`config.mk`:
```
export PLATFORM = sky130hd
export DESIGN_NAME = fu_seq
export DESIGN_NICKNAME = d
export VERILOG_FILES = /design/src/rtl/mycpu_pkg.sv /design/src/rtl/fu_seq_mul.sv /design/src/rtl/fu_seq.sv
export SDC_FILE = /design/constraint.sdc
export NUM_CORES = 1
export LEC_CHECK = 0
export CAP_MARGIN = 20
export CORE_MARGIN = 5
export CORE_UTILIZATION = 45
export DETAILED_ROUTE_END_ITERATION = 16
export GPL_ROUTABILITY_DRIVEN = 0
export PLACE_DENSITY = 0.7
export SLEW_MARGIN = 30
export SYNTH_ARGS = -nofsm -noshare
export SYNTH_HDL_FRONTEND = slang
export SYNTH_SLANG_ARGS = --single-unit
```
`constraint.sdc`:
```
create_clock -name clk -period 9.4 [get_ports clk]
set_input_delay 2.35 -clock clk [delete_from_list [all_inputs] [get_ports clk]]
set_output_delay 2.35 -clock clk [all_outputs]
set_load 0.01 [all_outputs]
```
`src/rtl/mycpu_pkg.sv`:
```
// mycpu_pkg: shared types for the mycpu datapath.
//   fs_t       - 4-bit function-unit opcode (all 16 codes assigned)
//   fu_state_t - control states of the sequential function unit fu_seq
//   fu_flags_t - result flags {z, n, c, v}
package mycpu_pkg;

  typedef enum logic [3:0] {
    FMOVA = 4'd0,
    FMOVB = 4'd1,
    FINC  = 4'd2,
    FDEC  = 4'd3,
    FADD  = 4'd4,
    FSUB  = 4'd5,
    FAND  = 4'd6,
    FOR   = 4'd7,
    FXOR  = 4'd8,
    FNOT  = 4'd9,
    FSHL  = 4'd10,
    FSHR  = 4'd11,
    FSLA  = 4'd12,
    FSRA  = 4'd13,
    FMUL  = 4'd14,
    FCLR  = 4'd15
  } fs_t;

  typedef enum logic [1:0] {
    FU_IDLE = 2'd0,
    FU_MUL  = 2'd1,
    FU_DONE = 2'd2
  } fu_state_t;

  typedef struct packed {
    logic z;
    logic n;
    logic c;
    logic v;
  } fu_flags_t;

endpackage

```
`src/rtl/fu_seq_mul.sv`:
```
// fu_seq_mul: iterative signed shift-add multiplier with saturation to DW bits.
//   clk, rst  - clock, async active-high reset
//   i_start   - pulse: capture |a|, |b| and the product sign, begin DW steps
//   i_a, i_b  - signed DW-bit operands (sampled only on i_start)
//   o_done    - one-cycle pulse once all DW steps have completed
//   o_f, o_v  - saturated signed result and saturation flag (valid with o_done)
module fu_seq_mul
  import mycpu_pkg::*;
#(
  parameter int DW = 16
) (
  input  logic          clk,
  input  logic          rst,
  input  logic          i_start,
  input  logic [DW-1:0] i_a,
  input  logic [DW-1:0] i_b,
  output logic          o_done,
  output logic [DW-1:0] o_f,
  output logic          o_v
);

  localparam int CW = $clog2(DW) + 1;
  // Largest positive and magnitude of the most negative DW-bit signed value.
  localparam logic [2*DW-1:0] POS_LIM = {{(DW+1){1'b0}}, {(DW-1){1'b1}}};
  localparam logic [2*DW-1:0] NEG_LIM = {{DW{1'b0}}, 1'b1, {(DW-1){1'b0}}};

  logic [2*DW-1:0] r_acc;
  logic [2*DW-1:0] r_mcand;
  logic [DW-1:0]   r_mplier;
  logic [CW-1:0]   r_cnt;
  logic            r_sign;
  logic            r_busy;

  logic [DW-1:0]   w_mag_a;
  logic [DW-1:0]   w_mag_b;
  logic [2*DW-1:0] w_neg_acc;

  // Magnitudes as unsigned DW-bit values: |-2^(DW-1)| wraps to 2^(DW-1), which is exact.
  assign w_mag_a   = i_a[DW-1] ? (~i_a + {{(DW-1){1'b0}}, 1'b1}) : i_a;
  assign w_mag_b   = i_b[DW-1] ? (~i_b + {{(DW-1){1'b0}}, 1'b1}) : i_b;
  assign w_neg_acc = ~r_acc + {{(2*DW-1){1'b0}}, 1'b1};

  // Counter reaches DW only after the last add/shift step, so done is a single pulse.
  assign o_done = r_busy && (r_cnt == CW'(DW));

  // Shift-add datapath and step counter.
  always_ff @(posedge clk or posedge rst) begin
    if (rst) begin
      r_acc    <= {(2*DW){1'b0}};
      r_mcand  <= {(2*DW){1'b0}};
      r_mplier <= {DW{1'b0}};
      r_cnt    <= {CW{1'b0}};
      r_sign   <= 1'b0;
      r_busy   <= 1'b0;
    end else if (i_start) begin
      r_acc    <= {(2*DW){1'b0}};
      r_mcand  <= {{DW{1'b0}}, w_mag_a};
      r_mplier <= w_mag_b;
      r_cnt    <= {CW{1'b0}};
      r_sign   <= i_a[DW-1] ^ i_b[DW-1];
      r_busy   <= 1'b1;
    end else if (r_busy) begin
      if (r_cnt == CW'(DW)) begin
        r_busy <= 1'b0;
      end else begin
        if (r_mplier[0]) begin
          r_acc <= r_acc + r_mcand;
        end
        r_mcand  <= {r_mcand[2*DW-2:0], 1'b0};
        r_mplier <= {1'b0, r_mplier[DW-1:1]};
        r_cnt    <= r_cnt + CW'(1);
      end
    end
  end

  // Sign fix-up and saturation; the magnitude is compared before negation.
  always_comb begin
    o_f = {DW{1'b0}};
    o_v = 1'b0;
    if (r_sign) begin
      if (r_acc > NEG_LIM) begin
        o_f = {1'b1, {(DW-1){1'b0}}};
        o_v = 1'b1;
      end else begin
        o_f = w_neg_acc[DW-1:0];
        o_v = 1'b0;
      end
    end else begin
      if (r_acc > POS_LIM) begin
        o_f = {1'b0, {(DW-1){1'b1}}};
        o_v = 1'b1;
      end else begin
        o_f = r_acc[DW-1:0];
        o_v = 1'b0;
      end
    end
  end

endmodule

```
`src/rtl/fu_seq.sv`:
```
// fu_seq: handshaked function unit with registered result and z/n/c/v flags.
//   clk, rst            - clock, async active-high reset
//   in_valid/in_ready   - operation handshake; a_in, b_in, fs_in captured on accept
//   out_valid/out_ready - result handshake; f_out and flags held until taken
//   f_out               - DW-bit result
//   z_out, n_out        - zero / negative of f_out
//   c_out, v_out        - carry-borrow-shifted-out bit / signed overflow or saturation
// Single-cycle ops finish one cycle after accept; FMUL takes DW+1 cycles.
module fu_seq
  import mycpu_pkg::*;
#(
  parameter int DW = 16
) (
  input  logic          clk,
  input  logic          rst,
  input  logic          in_valid,
  output logic          in_ready,
  input  logic [DW-1:0] a_in,
  input  logic [DW-1:0] b_in,
  input  logic [3:0]    fs_in,
  output logic          out_valid,
  input  logic          out_ready,
  output logic [DW-1:0] f_out,
  output logic          z_out,
  output logic          n_out,
  output logic          c_out,
  output logic          v_out
);

  fu_state_t r_state;
  fu_state_t w_next;
  logic [DW-1:0] r_f;
  fu_flags_t     r_flags;

  fs_t           w_fs;
  logic          w_accept;
  logic          w_mul_start;
  logic          w_mul_done;
  logic [DW-1:0] w_mul_f;
  logic          w_mul_v;
  fu_flags_t     w_mul_flags;
  logic [DW-1:0] w_b_arith;
  logic [DW:0]   w_sum;
  logic [DW:0]   w_diff;
  logic [DW-1:0] w_f;
  logic          w_c;
  logic          w_v;
  fu_flags_t     w_flags;

  assign w_fs        = fs_t'(fs_in);
  assign w_accept    = in_valid && in_ready;
  assign w_mul_start = w_accept && (w_fs == FMUL);

  // FINC/FDEC reuse the adder/subtractor with an implicit B of 1.
  assign w_b_arith = ((w_fs == FINC) || (w_fs == FDEC)) ? {{(DW-1){1'b0}}, 1'b1} : b_in;
  assign w_sum     = {1'b0, a_in} + {1'b0, w_b_arith};
  assign w_diff    = {1'b0, a_in} - {1'b0, w_b_arith};

  fu_seq_mul #(.DW(DW)) u_mul (
    .clk     (clk),
    .rst     (rst),
    .i_start (w_mul_start),
    .i_a     (a_in),
    .i_b     (b_in),
    .o_done  (w_mul_done),
    .o_f     (w_mul_f),
    .o_v     (w_mul_v)
  );

  // State register.
  always_ff @(posedge clk or posedge rst) begin
    if (rst) begin
      r_state <= FU_IDLE;
    end else begin
      r_state <= w_next;
    end
  end

  // Next-state and in_ready; DONE may accept back-to-back when the result is taken.
  always_comb begin
    w_next   = r_state;
    in_ready = 1'b0;
    case (r_state)
      FU_IDLE: begin
        in_ready = 1'b1;
        if (in_valid) begin
          w_next = (w_fs == FMUL) ? FU_MUL : FU_DONE;
        end else begin
          w_next = FU_IDLE;
        end
      end
      FU_MUL: begin
        if (w_mul_done) begin
          w_next = FU_DONE;
        end else begin
          w_next = FU_MUL;
        end
      end
      FU_DONE: begin
        in_ready = out_ready;
        if (out_ready && in_valid) begin
          w_next = (w_fs == FMUL) ? FU_MUL : FU_DONE;
        end else if (out_ready) begin
          w_next = FU_IDLE;
        end else begin
          w_next = FU_DONE;
        end
      end
      default: begin
        w_next   = FU_IDLE;
        in_ready = 1'b0;
      end
    endcase
  end

  // Single-cycle operation results.
  always_comb begin
    w_f = {DW{1'b0}};
    w_c = 1'b0;
    w_v = 1'b0;
    case (w_fs)
      FMOVA: w_f = a_in;
      FMOVB: w_f = b_in;
      FINC, FADD: begin
        w_f = w_sum[DW-1:0];
        w_c = w_sum[DW];
        w_v = (a_in[DW-1] == w_b_arith[DW-1]) && (w_sum[DW-1] != a_in[DW-1]);
      end
      FDEC, FSUB: begin
        w_f = w_diff[DW-1:0];
        w_c = w_diff[DW];
        w_v = (a_in[DW-1] != w_b_arith[DW-1]) && (w_diff[DW-1] != a_in[DW-1]);
      end
      FAND: w_f = a_in & b_in;
      FOR:  w_f = a_in | b_in;
      FXOR: w_f = a_in ^ b_in;
      FNOT: w_f = ~a_in;
      FSHL, FSLA: begin
        w_f = {b_in[DW-2:0], 1'b0};
        w_c = b_in[DW-1];
      end
      FSHR: begin
        w_f = {1'b0, b_in[DW-1:1]};
        w_c = b_in[0];
      end
      FSRA: begin
        w_f = {b_in[DW-1], b_in[DW-1:1]};
        w_c = b_in[0];
      end
      FMUL: w_f = {DW{1'b0}};
      FCLR: w_f = {DW{1'b0}};
      default: begin
        w_f = {DW{1'b0}};
        w_c = 1'b0;
        w_v = 1'b0;
      end
    endcase
  end

  // Flag packing for both result sources.
  always_comb begin
    w_flags.z     = (w_f == {DW{1'b0}});
    w_flags.n     = w_f[DW-1];
    w_flags.c     = w_c;
    w_flags.v     = w_v;
    w_mul_flags.z = (w_mul_f == {DW{1'b0}});
    w_mul_flags.n = w_mul_f[DW-1];
    w_mul_flags.c = 1'b0;
    w_mul_flags.v = w_mul_v;
  end

  // Result and flag registers; they hold while the consumer stalls.
  always_ff @(posedge clk or posedge rst) begin
    if (rst) begin
      r_f     <= {DW{1'b0}};
      r_flags <= 4'b0000;
    end else if (w_accept && (w_fs != FMUL)) begin
      r_f     <= w_f;
      r_flags <= w_flags;
    end else if ((r_state == FU_MUL) && w_mul_done) begin
      r_f     <= w_mul_f;
      r_flags <= w_mul_flags;
    end
  end

  assign out_valid = (r_state == FU_DONE);
  assign f_out     = r_f;
  assign z_out     = r_flags.z;
  assign n_out     = r_flags.n;
  assign c_out     = r_flags.c;
  assign v_out     = r_flags.v;

endmodule

```
==> reports/qor.yml <==
worstMarginPinSlew_ps: 854
ctsHoldBuffers: 0
hold_viol_final: 0
fin_skew_ps: 13.9
instances_no_fill: 1758
post_synth.cell_area_avg_um2: 7.52
synth_area_leader_cell: "dfrtp_1"
via_count: 10700
cts_setup_buffers: 0
htreeDepth: 3
crit_type: "primary input to flop"
syn_nets: 1575
cp_data_required_time_ps: 9630
antenna_found_initial: 0
cts_tree: "built"
grt_pass1_vias: 9885
synthTopCellsByArea: "dfrtp_1 25%, ha_1 12%, nand2_1 8.2%"
p_leak_nw: 5.31
finalPower_mw: 2.75
worst_hold_path_type: "flop to flop"
yosys_warnings: 0
start_util_pct: 45.7
max-vdd-ir-drop_uv: 112
final_nets: 1583
ys_seq_area_share_pct: 25.2
synth_top_cell_area_share_pct: 25.2
wl_per_cell_um: 18.7
ctsResizeCount: 0
syn_inst: 1426
slew_violations: 0
final-setup-viol-count: 0
fin_area_um2: 11800
synth_flop_cell: "dfrtp_1"
finalCritPeriodShare_pct: 78.6
clockPowerShare_pct: 13.6
dpl-instance-area_um2: 11500
p_sw_mw: 1.26
power_density_nw_per_um2: 232
dp.cells: 1742
diodes: 0
outcome: "finished, final reports clean"
via_per_inst: 6.09
drive_gt1_share_pct: 3.75
ys_seq_elements: 108
cts_buffers: 9
cap_violations: 0
io_buffers: 61
worst_slack_ps: 2010
drt-pass1-iter-count: 5
rsz0062_at_grt: "false"
fmax_mhz: 135
slew_headroom_pct: 42.9
grt_pass1_wl_mm: 52.7
p_seq_share_pct: 31.5
dr.first_iter.drc_count: 1213
pin_count: 62
area_growth_pct: 10.5
arrival_ps: 7630
hpwl_mm: 24.1
final_cell_mix: "235 x nand2_1, 130 x a21oi_1, 127 x nor2_1"
p_int_mw: 1.49
cts_buffer_depth: 2
netlist_area_um2: 10700
combPwrFrac_pct: 54.9
worst_setup_path_start_kind: "primary input"
cp_max_fo: 44
p_sw_share_pct: 45.8
grt_use_total_pct: 24.1
cts-root-buf: "clkbuf_16"
overflow: 0
fillers: 2322
core_area_um2: 23500
ant_nets: 0
die_w_um: 164
dieArea_um2: 27000
async_flop_share_pct: 100
period_needed_ps: 7390
utilization_pct: 50.5
grt_max_degree: 67
dieHeight_um: 164
cts.sinks: 108
synth_edf_count: 0
clkLatencyLatePin_ps: 360
route.detailed.drc: 0
num_rows: 56
wl_mm: 32.9
clk_pin_slew_ps: 70
synth.distinct_cells: 73
holdWs_ps: 515
final_common_cell: "nand2_1"
cp-end-kind: "flop"
place_ws_ps: 1750
fin_setup_tns_ps: 0
## routing by layer
metal / track usage, % / routed length (um) / vias to the layer above
li1: - / - / 5113
met1: 34.4 / 14700 / 5083
met2: 37.6 / 14700 / 430
met3: 3.64 / 2450 / 74
met4: 7.52 / 971 / 0
met5: 0 / 0 / -
## cell usage after synthesis, drive strengths merged (13+ instances only)
| cell | instances |
|---|---|
| inv | 83 |
| buf | 22 |
| clkbuf | 59 |
| nand2 | 237 |
| a31oi | 44 |
| dfrtp | 108 |
| o21bai | 14 |
| a21oi | 130 |
| o22ai | 18 |
| xnor2 | 54 |
| nor2b | 13 |
| nor3 | 24 |
| nor2 | 130 |
| o21ai | 67 |
| nand3 | 18 |
| nand2b | 16 |
| ha | 106 |
| xor2 | 15 |
| a211oi | 17 |
| a221o | 13 |
| a21o | 29 |
## layout make-up
type	count	area [um^2]	share of cell area, %
Clock buffer	10	239	2.02
Inverter	83	314	2.65
Clock inverter	6	46.3	0.391
Tap cell	319	399	3.37
Multi-Input combinational cell	1154	7400	62.5
Sequential cell	108	2700	22.8
Timing Repair Buffer	78	742	6.26
## cell families after synthesis
family          Yosys count  synth area share (%)
mux                      12                  1.12
simple gates            520                  21.9
fa+ha+maj               109                  12.9
flops                   108                  25.2
xor+xnor                 69                  5.70
buf+inv                 164                  6.10
compound gates          444                  27.1
## critical path, stage by stage
cell             delay (ps)
clkdlybuf4s50_1         450
buf_4                   410
inv_2                   230
nand3_1                 540
nand2_1                 220
ha_1                    250
fa_1                    390
nand2b_1                200
a32oi_1                 220
o22ai_1                 100
o32a_1                  340
or3_1                   350
or4_1                   400
or4_1                   460
or4_1                   430
o41ai_2                 270
## power by group through the flow
stage | sequential (mW) | combinational (mW) | clock [mW]
5_1_grt | 0.890 | 1.69 | 0.398
6_report | 0.867 | 1.51 | 0.374
2_1_floorplan | 0.801 | 1.11 | 0
4_1_cts | 0.862 | 1.50 | 0.381
3_3_place_gp | 0.866 | 1.46 | 0
3_5_place_dp | 0.867 | 1.50 | 0
## final timing paths
check                      startpoint                 to  slack, ps  cells after the start
min reg2reg                  f_out[9]           f_out[9]        520                      2
max reg2reg                r_state[1]              z_out       5590                     10
max in group asynchronous         rst           f_out[1]       5980                      3
min                          f_out[9]           f_out[9]        520                      2
min in group asynchronous         rst  u_mul.r_mplier[7]       2400                      2
max                          fs_in[3]              z_out       2010                     16
## flip-flops by register name, summed over array words and instances, names as in the netlist
register,cells
u_mul.r_mcand,32
f_out,16
u_mul.r_acc,32
u_mul.r_sign,1
r_state,2
u_mul.r_cnt,5
u_mul.r_busy,1
u_mul.r_mplier,16
v_out,1
c_out,1
z_out,1
No activity file was read; power rests on OpenSTA's default activity.
